===== src/rtl/id_hazard_unit.sv =====
// id_hazard_unit: load-use stall detection and registered operand-forwarding
// selects for the five-stage pipeline. The destinations of the instructions in
// EX, MEM and WB are shadowed in a three-entry in-flight scoreboard.
module id_hazard_unit #(
    parameter int REG_AW     = 5,
    parameter bit LOAD_EXTRA = 1'b0,
    parameter int CNT_W      = 16
) (
    input  logic              clk,
    input  logic              reset,
    input  logic              id_valid,
    input  logic [REG_AW-1:0] id_rs1,
    input  logic [REG_AW-1:0] id_rs2,
    input  logic              id_use1,
    input  logic              id_use2,
    input  logic [REG_AW-1:0] id_wreg,
    input  logic              id_wen,
    input  logic              id_load,
    input  logic              flush,
    output logic              stall,
    output logic [1:0]        fwd_a,
    output logic [1:0]        fwd_b,
    output logic              ex_valid,
    output logic              mem_valid,
    output logic              wb_valid,
    output logic [CNT_W-1:0]  stall_count
);

    // Forward-select encodings, matching the EX operand mux.
    localparam logic [1:0] SEL_RF  = 2'b00;
    localparam logic [1:0] SEL_MEM = 2'b01;  // producer result sits in EX/MEM
    localparam logic [1:0] SEL_WB  = 2'b10;  // producer result sits in MEM/WB

    typedef struct packed {
        logic              v;
        logic [REG_AW-1:0] wreg;
        logic              wen;
        logic              load;
    } entry_t;

    localparam entry_t BUBBLE = '{v: 1'b0, wreg: '0, wen: 1'b0, load: 1'b0};

    entry_t e_q;
    entry_t m_q;
    logic   w_v_q;  // only occupancy is ever observed for the WB entry

    entry_t     e_next;
    logic [1:0] fwd_a_next;
    logic [1:0] fwd_b_next;
    logic       haz1;
    logic       haz2;
    logic       bubble;

    // An entry produces register r. x0 never hazards and is never forwarded.
    function automatic logic match(input entry_t e, input logic [REG_AW-1:0] r);
        return e.v & e.wen & (e.wreg == r) & (r != '0);
    endfunction

    // Load-use hazard for one source operand.
    function automatic logic load_haz(input logic use_src, input logic [REG_AW-1:0] r,
                                      input entry_t e, input entry_t m);
        return use_src & ((e.load & match(e, r)) |
                          (LOAD_EXTRA & m.load & match(m, r)));
    endfunction

    // Operand select for the ID instruction once it reaches EX; nearer producer wins.
    // A matching load in E never forwards: that case is a stall instead.
    function automatic logic [1:0] sel(input logic use_src, input logic [REG_AW-1:0] r,
                                       input entry_t e, input entry_t m);
        if (use_src & match(e, r) & ~e.load)
            return SEL_MEM;
        else if (use_src & match(m, r))
            return SEL_WB;
        else
            return SEL_RF;
    endfunction

    // Hazard decision and next E entry / forward selects from current state and ID.
    always_comb begin
        // NOTE: every always_comb output gets a default first so no path can infer a latch.
        e_next     = BUBBLE;
        fwd_a_next = SEL_RF;
        fwd_b_next = SEL_RF;

        haz1   = load_haz(id_use1, id_rs1, e_q, m_q);
        haz2   = load_haz(id_use2, id_rs2, e_q, m_q);
        stall  = id_valid & ~flush & (haz1 | haz2);
        bubble = flush | stall;

        if (!bubble) begin
            e_next     = '{v: id_valid, wreg: id_wreg, wen: id_wen & id_valid, load: id_load};
            fwd_a_next = sel(id_use1, id_rs1, e_q, m_q);
            fwd_b_next = sel(id_use2, id_rs2, e_q, m_q);
        end
    end

    // Scoreboard advances every cycle; forward selects are registered alongside E.
    always_ff @(posedge clk or posedge reset) begin
        if (reset) begin
            e_q   <= BUBBLE;
            m_q   <= BUBBLE;
            w_v_q <= 1'b0;
            fwd_a <= SEL_RF;
            fwd_b <= SEL_RF;
        end else begin
            // NOTE: non-blocking assignments make M and W take the pre-edge E and M values.
            e_q   <= e_next;
            m_q   <= e_q;
            w_v_q <= m_q.v;
            fwd_a <= fwd_a_next;
            fwd_b <= fwd_b_next;
        end
    end

    // Saturating count of stall cycles.
    always_ff @(posedge clk or posedge reset) begin
        if (reset)
            stall_count <= '0;
        else if (stall && (stall_count != {CNT_W{1'b1}}))
            stall_count <= stall_count + 1'b1;
    end

    assign ex_valid  = e_q.v;
    assign mem_valid = m_q.v;
    assign wb_valid  = w_v_q;

endmodule


===== config.mk =====
export PLATFORM = sky130hd
export DESIGN_NAME = id_hazard_unit
export DESIGN_NICKNAME = d
export VERILOG_FILES = /design/src/rtl/id_hazard_unit.sv
export SDC_FILE = /design/constraint.sdc
export NUM_CORES = 1
export LEC_CHECK = 0
export CORE_MARGIN = 2
export CORE_UTILIZATION = 25
export DETAILED_ROUTE_END_ITERATION = 16
export RECOVER_POWER = 100
export SLEW_MARGIN = 30
export SYNTH_ARGS = -nofsm -noshare
export SYNTH_HDL_FRONTEND = slang
export SYNTH_SLANG_ARGS = --single-unit

===== constraint.sdc =====
create_clock -name clk -period 3.6 [get_ports clk]
set_input_delay 0.72 -clock clk [delete_from_list [all_inputs] [get_ports clk]]
set_output_delay 0.72 -clock clk [all_outputs]
set_load 0.02 [all_outputs]

=== Word level (Yosys, flattened, before mapping) ===
Cells that the tools add are included.
Widths: inputs -> output; s select.

* Bitwise logic cells: 27
* Add/sub/neg operators: 1
* Equality and inequality tests: 5
* Reduce and logical (&&, ||, !) cells: 3
* Muxes and demuxes: 7

{| class="wikitable"
|+ Operators by type and width
! operator !! number
|-
| $and 1x1->1 || 23
|-
| $eq 5x5->1 || 4
|-
| $add 16x1->16 const B || 1
|-
| $ne 16x16->1 const B || 1
|-
| $mux 2 || 6
|-
| $reduce_bool 5->1 || 2
|-
| $mux 8 || 1
|-
| $not 1->1 || 2
|-
| $or 1x1->1 || 2
|-
| $logic_and 1x1->1 || 1
|}

* Register bits after elaboration: 36
* Output and inout port bits: 24

=== Depth between registers and ports, before layout ===
* Word-level depth: 9
* Gate-level depth with buffers: 7

=== Worst setup path after synthesis ===
No wires, ideal clock.

* Kind: input to output
* Start: input id_rs2[2]
* End: output stall
* Data arrival time: 1938 ps
* Cell stages on the path: 6
* Setup slack: 942 ps
* Data required time: 2880 ps
* Cell sequence: xnor2_1 > nand4_1 > or4_4 > nand2_1 > nand2_1 > nor2_1

* Longest elaborated chain between the ends: 7
* Elaborated cells between the ends (all ways): 8
* Those cells by class: eq/ne (1); bitwise (6); reduce/logical (1)

{| class="wikitable"
|+ Ends and longest elaborated chain
! item !! RTL line !! source
|-
| start: declaration || 13 || <nowiki>input logic [REG_AW-1:0] id_rs2,</nowiki>
|-
| $eq 5x5->1 || 56 || <nowiki>return e.v & e.wen & (e.wreg == r) & (r != '0);</nowiki>
|-
| $and 1x1->1 || 56 ||
|-
| $and 1x1->1 (*) || 56 ||
|-
| $and 1x1->1 (*) (2 in series) || 62 || <nowiki>return use_src & ((e.load & match(e, r)) |</nowiki>
|-
| $or 1x1->1 (*) || 87 || <nowiki>stall = id_valid & ~flush & (haz1 | haz2);</nowiki>
|-
| $and 1x1->1 (*) || 87 ||
|-
| end: declaration || 20 || <nowiki>output logic stall,</nowiki>
|}

Mark *: on every way between the ends. The rest lies on a longest branch, timed or not.

=== Worst setup path in the final report ===
* Start: input id_rs2[3]
* End: output stall

The elaborated chain is that of the path after synthesis.

==> flow_metrics.env <==
export IMPL_run_status="finished with violations"
export IMPL_violated_checks="capacitance limit, slew limit"
export IMPL_antenna_cells=0
export IMPL_area_delta_synth_final_pct=43.6
export IMPL_crit_path_max_incr_delay_ns=0.56
export IMPL_finalSetupViolations=0
export IMPL_startpoint_type="input pin"
export IMPL_mappedNetlistArea_mm2=0.00165
export IMPL_critPathKind="in -> out"
export IMPL_grt_use_total_pct=11.0
export IMPL_gp_routability_congestion=0.803
export IMPL_clk_insertion_delay_late_ns=0.29
export IMPL_syn_nets=163
export IMPL_layout_setup_ws_ns=0.192
export IMPL_yosys_register_bits=36
export IMPL_ff2ff_path_depth=6
export IMPL_floorplan_rows=29
export IMPL_clock_fmax_ghz=0.293
export IMPL_drive_gt1_share_pct=13.1
export IMPL_fillCellCount=664
export IMPL_cts_reportedPaths_clkPinSlew_ns=0.07
export IMPL_yosysSeqAreaShare_pct=54.5
export IMPL_route_antenna_remaining_nets=0
export IMPL_clock_tree_from_tritoncts="yes"
export IMPL_average_cell_area_after_synthesis_um2=11.9
export IMPL_worst_ir_drop_vdd_v=0.000173
export IMPL_yosys_cell_types_count=32
export IMPL_max_slew_worst_pin_slew_ns=1.94
export IMPL_slew_viols_final=37
export IMPL_ys_async_sr_fraction_pct=100
export IMPL_crit_chain="clkdlybuf4s50_1 > xnor2_1 > nand4_1 > or4_1 > nand2_1 > nand2_1 > nor2_1 > dlygate4sd2_1"
export IMPL_final_period_utilization_pct=94.7
export IMPL_grt_first_pass_wirelength_um=6240
export IMPL_timing_hold_violations_final=0
export IMPL_multi_input_combinational_cell_area_um2=716
export IMPL_start_util_pct=25.9
export IMPL_power_per_cell_area_mw_per_mm2=337
export IMPL_setup_repair_after_global_routing_missed_its_margin="false"
export IMPL_critical_path_peak_fanout=3
export IMPL_final_min_clock_period_ns=3.41
export IMPL_crit_slowest_cell="or4_1"
export IMPL_postRouteWirelength_um=3770
export IMPL_tightest_slew_margin_relative_to_the_limit_pct=-29.5
export IMPL_syn_inst=139
export IMPL_arrival_ns=2.69
export IMPL_synth_main_ff_cell="dfrtp_1"
export IMPL_whs_ns=0.381
export IMPL_path_depth=8
export IMPL_vias_in_the_first_global_route=1282
export IMPL_cp_startpoint="id_rs2[3]"
export IMPL_worstHoldPathType="reg -> reg"
export IMPL_detailroute_via_count=1247
export IMPL_grt_overflow_total=0
export IMPL_cts_made_buffers=5
export IMPL_crit_path_end_kind="output port"
export IMPL_ys_warn_count=0
export IMPL_critPathRequiredTime_ns=2.88
export IMPL_final_net_count=229
export IMPL_p_leak_uw=0.00108
export IMPL_design_die_area_mm2=0.00728
export IMPL_place_detailed_hpwl_um=2900
export IMPL_path_delay_family="simple AND/OR/NAND/NOR gates"
export IMPL_detailed_routing_iteration_count_for_the_pre_antenna_repair_pass=4
export IMPL_synth_edf_count=0
export IMPL_port_buffers=46
export IMPL_clk_root_buffer_cell="clkbuf_8"
export IMPL_drt_iter0_drc=48
export IMPL_worst_path_most_repeated_cell="nand2_1"
export IMPL_routed_via_density=4.41
export IMPL_seq_area_um2=901
export IMPL_max_cap_viol_count=1
export IMPL_r2r_end="stall_count[1]"
export IMPL_ff2ff_setup_slack_ns=0.97
export IMPL_cts_repair_timing_setup_buffer_count=0
export IMPL_clock_h_tree_levels=2
export IMPL_grt_antenna_before_repair=0
export IMPL_cp_endpoint="stall"
export IMPL_drc_errors=0
export IMPL_timing_rr_start="e_q[5]"
export IMPL_grt_max_degree=37
export IMPL_clock_sinks=36
export IMPL_clock_skew_final_ns=0.00978
export IMPL_top_level_ports=47
export IMPL_wire_per_inst_um=13.3
export IMPL_core_area_mm2=0.00639
export IMPL_cts_max_path_buffers=2
export IMPL_critPathBufInv=2
export IMPL_die_width_um=85.3
export IMPL_place_worst_setup_slack_ns=-0.0633
export IMPL_fp_dieH_um=85.3
-- what timing repair did --
item	4_1_cts	5_1_grt
setup endpoints to repair	1	0
resized for setup	1	0
hold buffers	0	0
-- kinds of logic after synthesis --
kind of cell               count (synthesis)  share of synthesized area, %
and+or+nand+nor                           52                          19.7
buffers and inverters                      4                          1.36
AOI/OAI and AO/OA                         10                          4.54
adders and majority gates                  1                         0.756
DFF                                       36                          54.5
muxes                                      1                         0.681
xor gates and xnor gates                  35                          18.5
-- layout by cell type (no fill, tap or decap) --
cell type and count:
a311o_2 1, ha_1 1, xnor2_1 26, and4_2 1, and4_1 3, o21ai_2 1, nor3_1 2, clkdlybuf4s50_1 20
inv_1 2, nor4_1 1, dfrtp_1 36, nand2_1 7, a211oi_1 1, o21ai_1 1, a31oi_1 1, a21oi_1 2
o21ai_0 2, clkbuf_8 6, or4_1 5, dlygate4sd3_1 25, nand4_1 11, and2_0 6, and2_1 1, buf_4 12
nand2b_1 1, xor2_1 9, dlygate4sd2_1 1, a21oi_2 1, clkbuf_1 4, nor2_1 2, mux2_2 1, clkinvlp_4 1
nand3_1 4, and2_2 1, and3_2 1, or2b_2 1, and3_1 5
-- flip-flops by register name, summed over array words and instances (netlist names) --
register	cells
stall_count	16
e_q	7
m_q	6
fwd_a	2
fwd_b	2
ex_valid	1
mem_valid	1
wb_valid	1
-- synthesized netlist by cell type, types with 3 or more instances --
cell type	instances	area share (%)
and2_1	7	2.6
and3_1	5	1.9
and4_1	3	1.6
dfrtp_1	36	54
nand2_1	7	1.6
nand3_1	4	1.2
nand4_1	11	4.2
or4_1	3	1.4
xnor2_1	26	14
xor2_1	9	4.8
-- routing by layer --
layer / track usage, % / part of all wire (%) / vias up / wire length [um]
met5: 0 / 0 / - / 0
met4: 4.33 / 1.7 / 0 / 65
met3: 3.40 / 5.1 / 7 / 194
met2: 16.1 / 45 / 29 / 1700
met1: 15.1 / 48 / 591 / 1810
li1: - / - / 620 / -
-- worst min-delay path by stage --
stage | from | to | slack, ns | cells after the start
2_1_floorplan | e_q[1] | m_q[1] | 0.35 | 0
4_1_cts | e_q[1] | m_q[1] | 0.38 | 0
3_5_place_dp | e_q[1] | m_q[1] | 0.37 | 0
6_report | e_q[1] | m_q[1] | 0.38 | 0
3_3_place_gp | e_q[1] | m_q[1] | 0.36 | 0
5_1_grt | e_q[1] | m_q[1] | 0.40 | 0
-- per-stage QoR --
| stage | total power (uW) | utilization, % | instance area [um^2] | std cells | setup TNS (ns) |
|---|---|---|---|---|---|
| floorplan | 462 | - | 1650 | 139 | 0 |
| global route | 840 | 37.2 | 2370 | 283 | 0 |
| global placement | 514 | 36.1 | 2310 | 275 | -0.0333 |
| CTS | 816 | 37.6 | 2400 | 283 | 0 |
| finish | 801 | 37.2 | 2370 | 283 | 0 |
| detailed placement | 515 | 36.1 | 2310 | 275 | -0.0633 |
-- worst register-to-register path, cell delays in order (launching register included) --
cell	delay, ns
dfrtp_1	0.43
xnor2_1	0.19
nand4_1	0.13
or4_1	0.56
clkbuf_1	0.16
a21oi_2	0.64
mux2_2	0.41
-- report_power, final --
| part | internal (uW) | total [uW] | switching (uW) |
|---|---|---|---|
| Combinational | 47.9 | 80.5 | 32.7 |
| Clock | 155 | 298 | 142 |
| Sequential | 413 | 422 | 9.19 |
-- layout make-up --
cell class                      count  area share [%]
Sequential cell                    36            37.9
Clock buffer                        7            3.64
Multi-Input combinational cell     99            30.1
Tap cell                           77            4.06
Timing Repair Buffer               61            23.6
Clock inverter                      1           0.316
Inverter                            2           0.316
(Power assumes the default switching activity.)
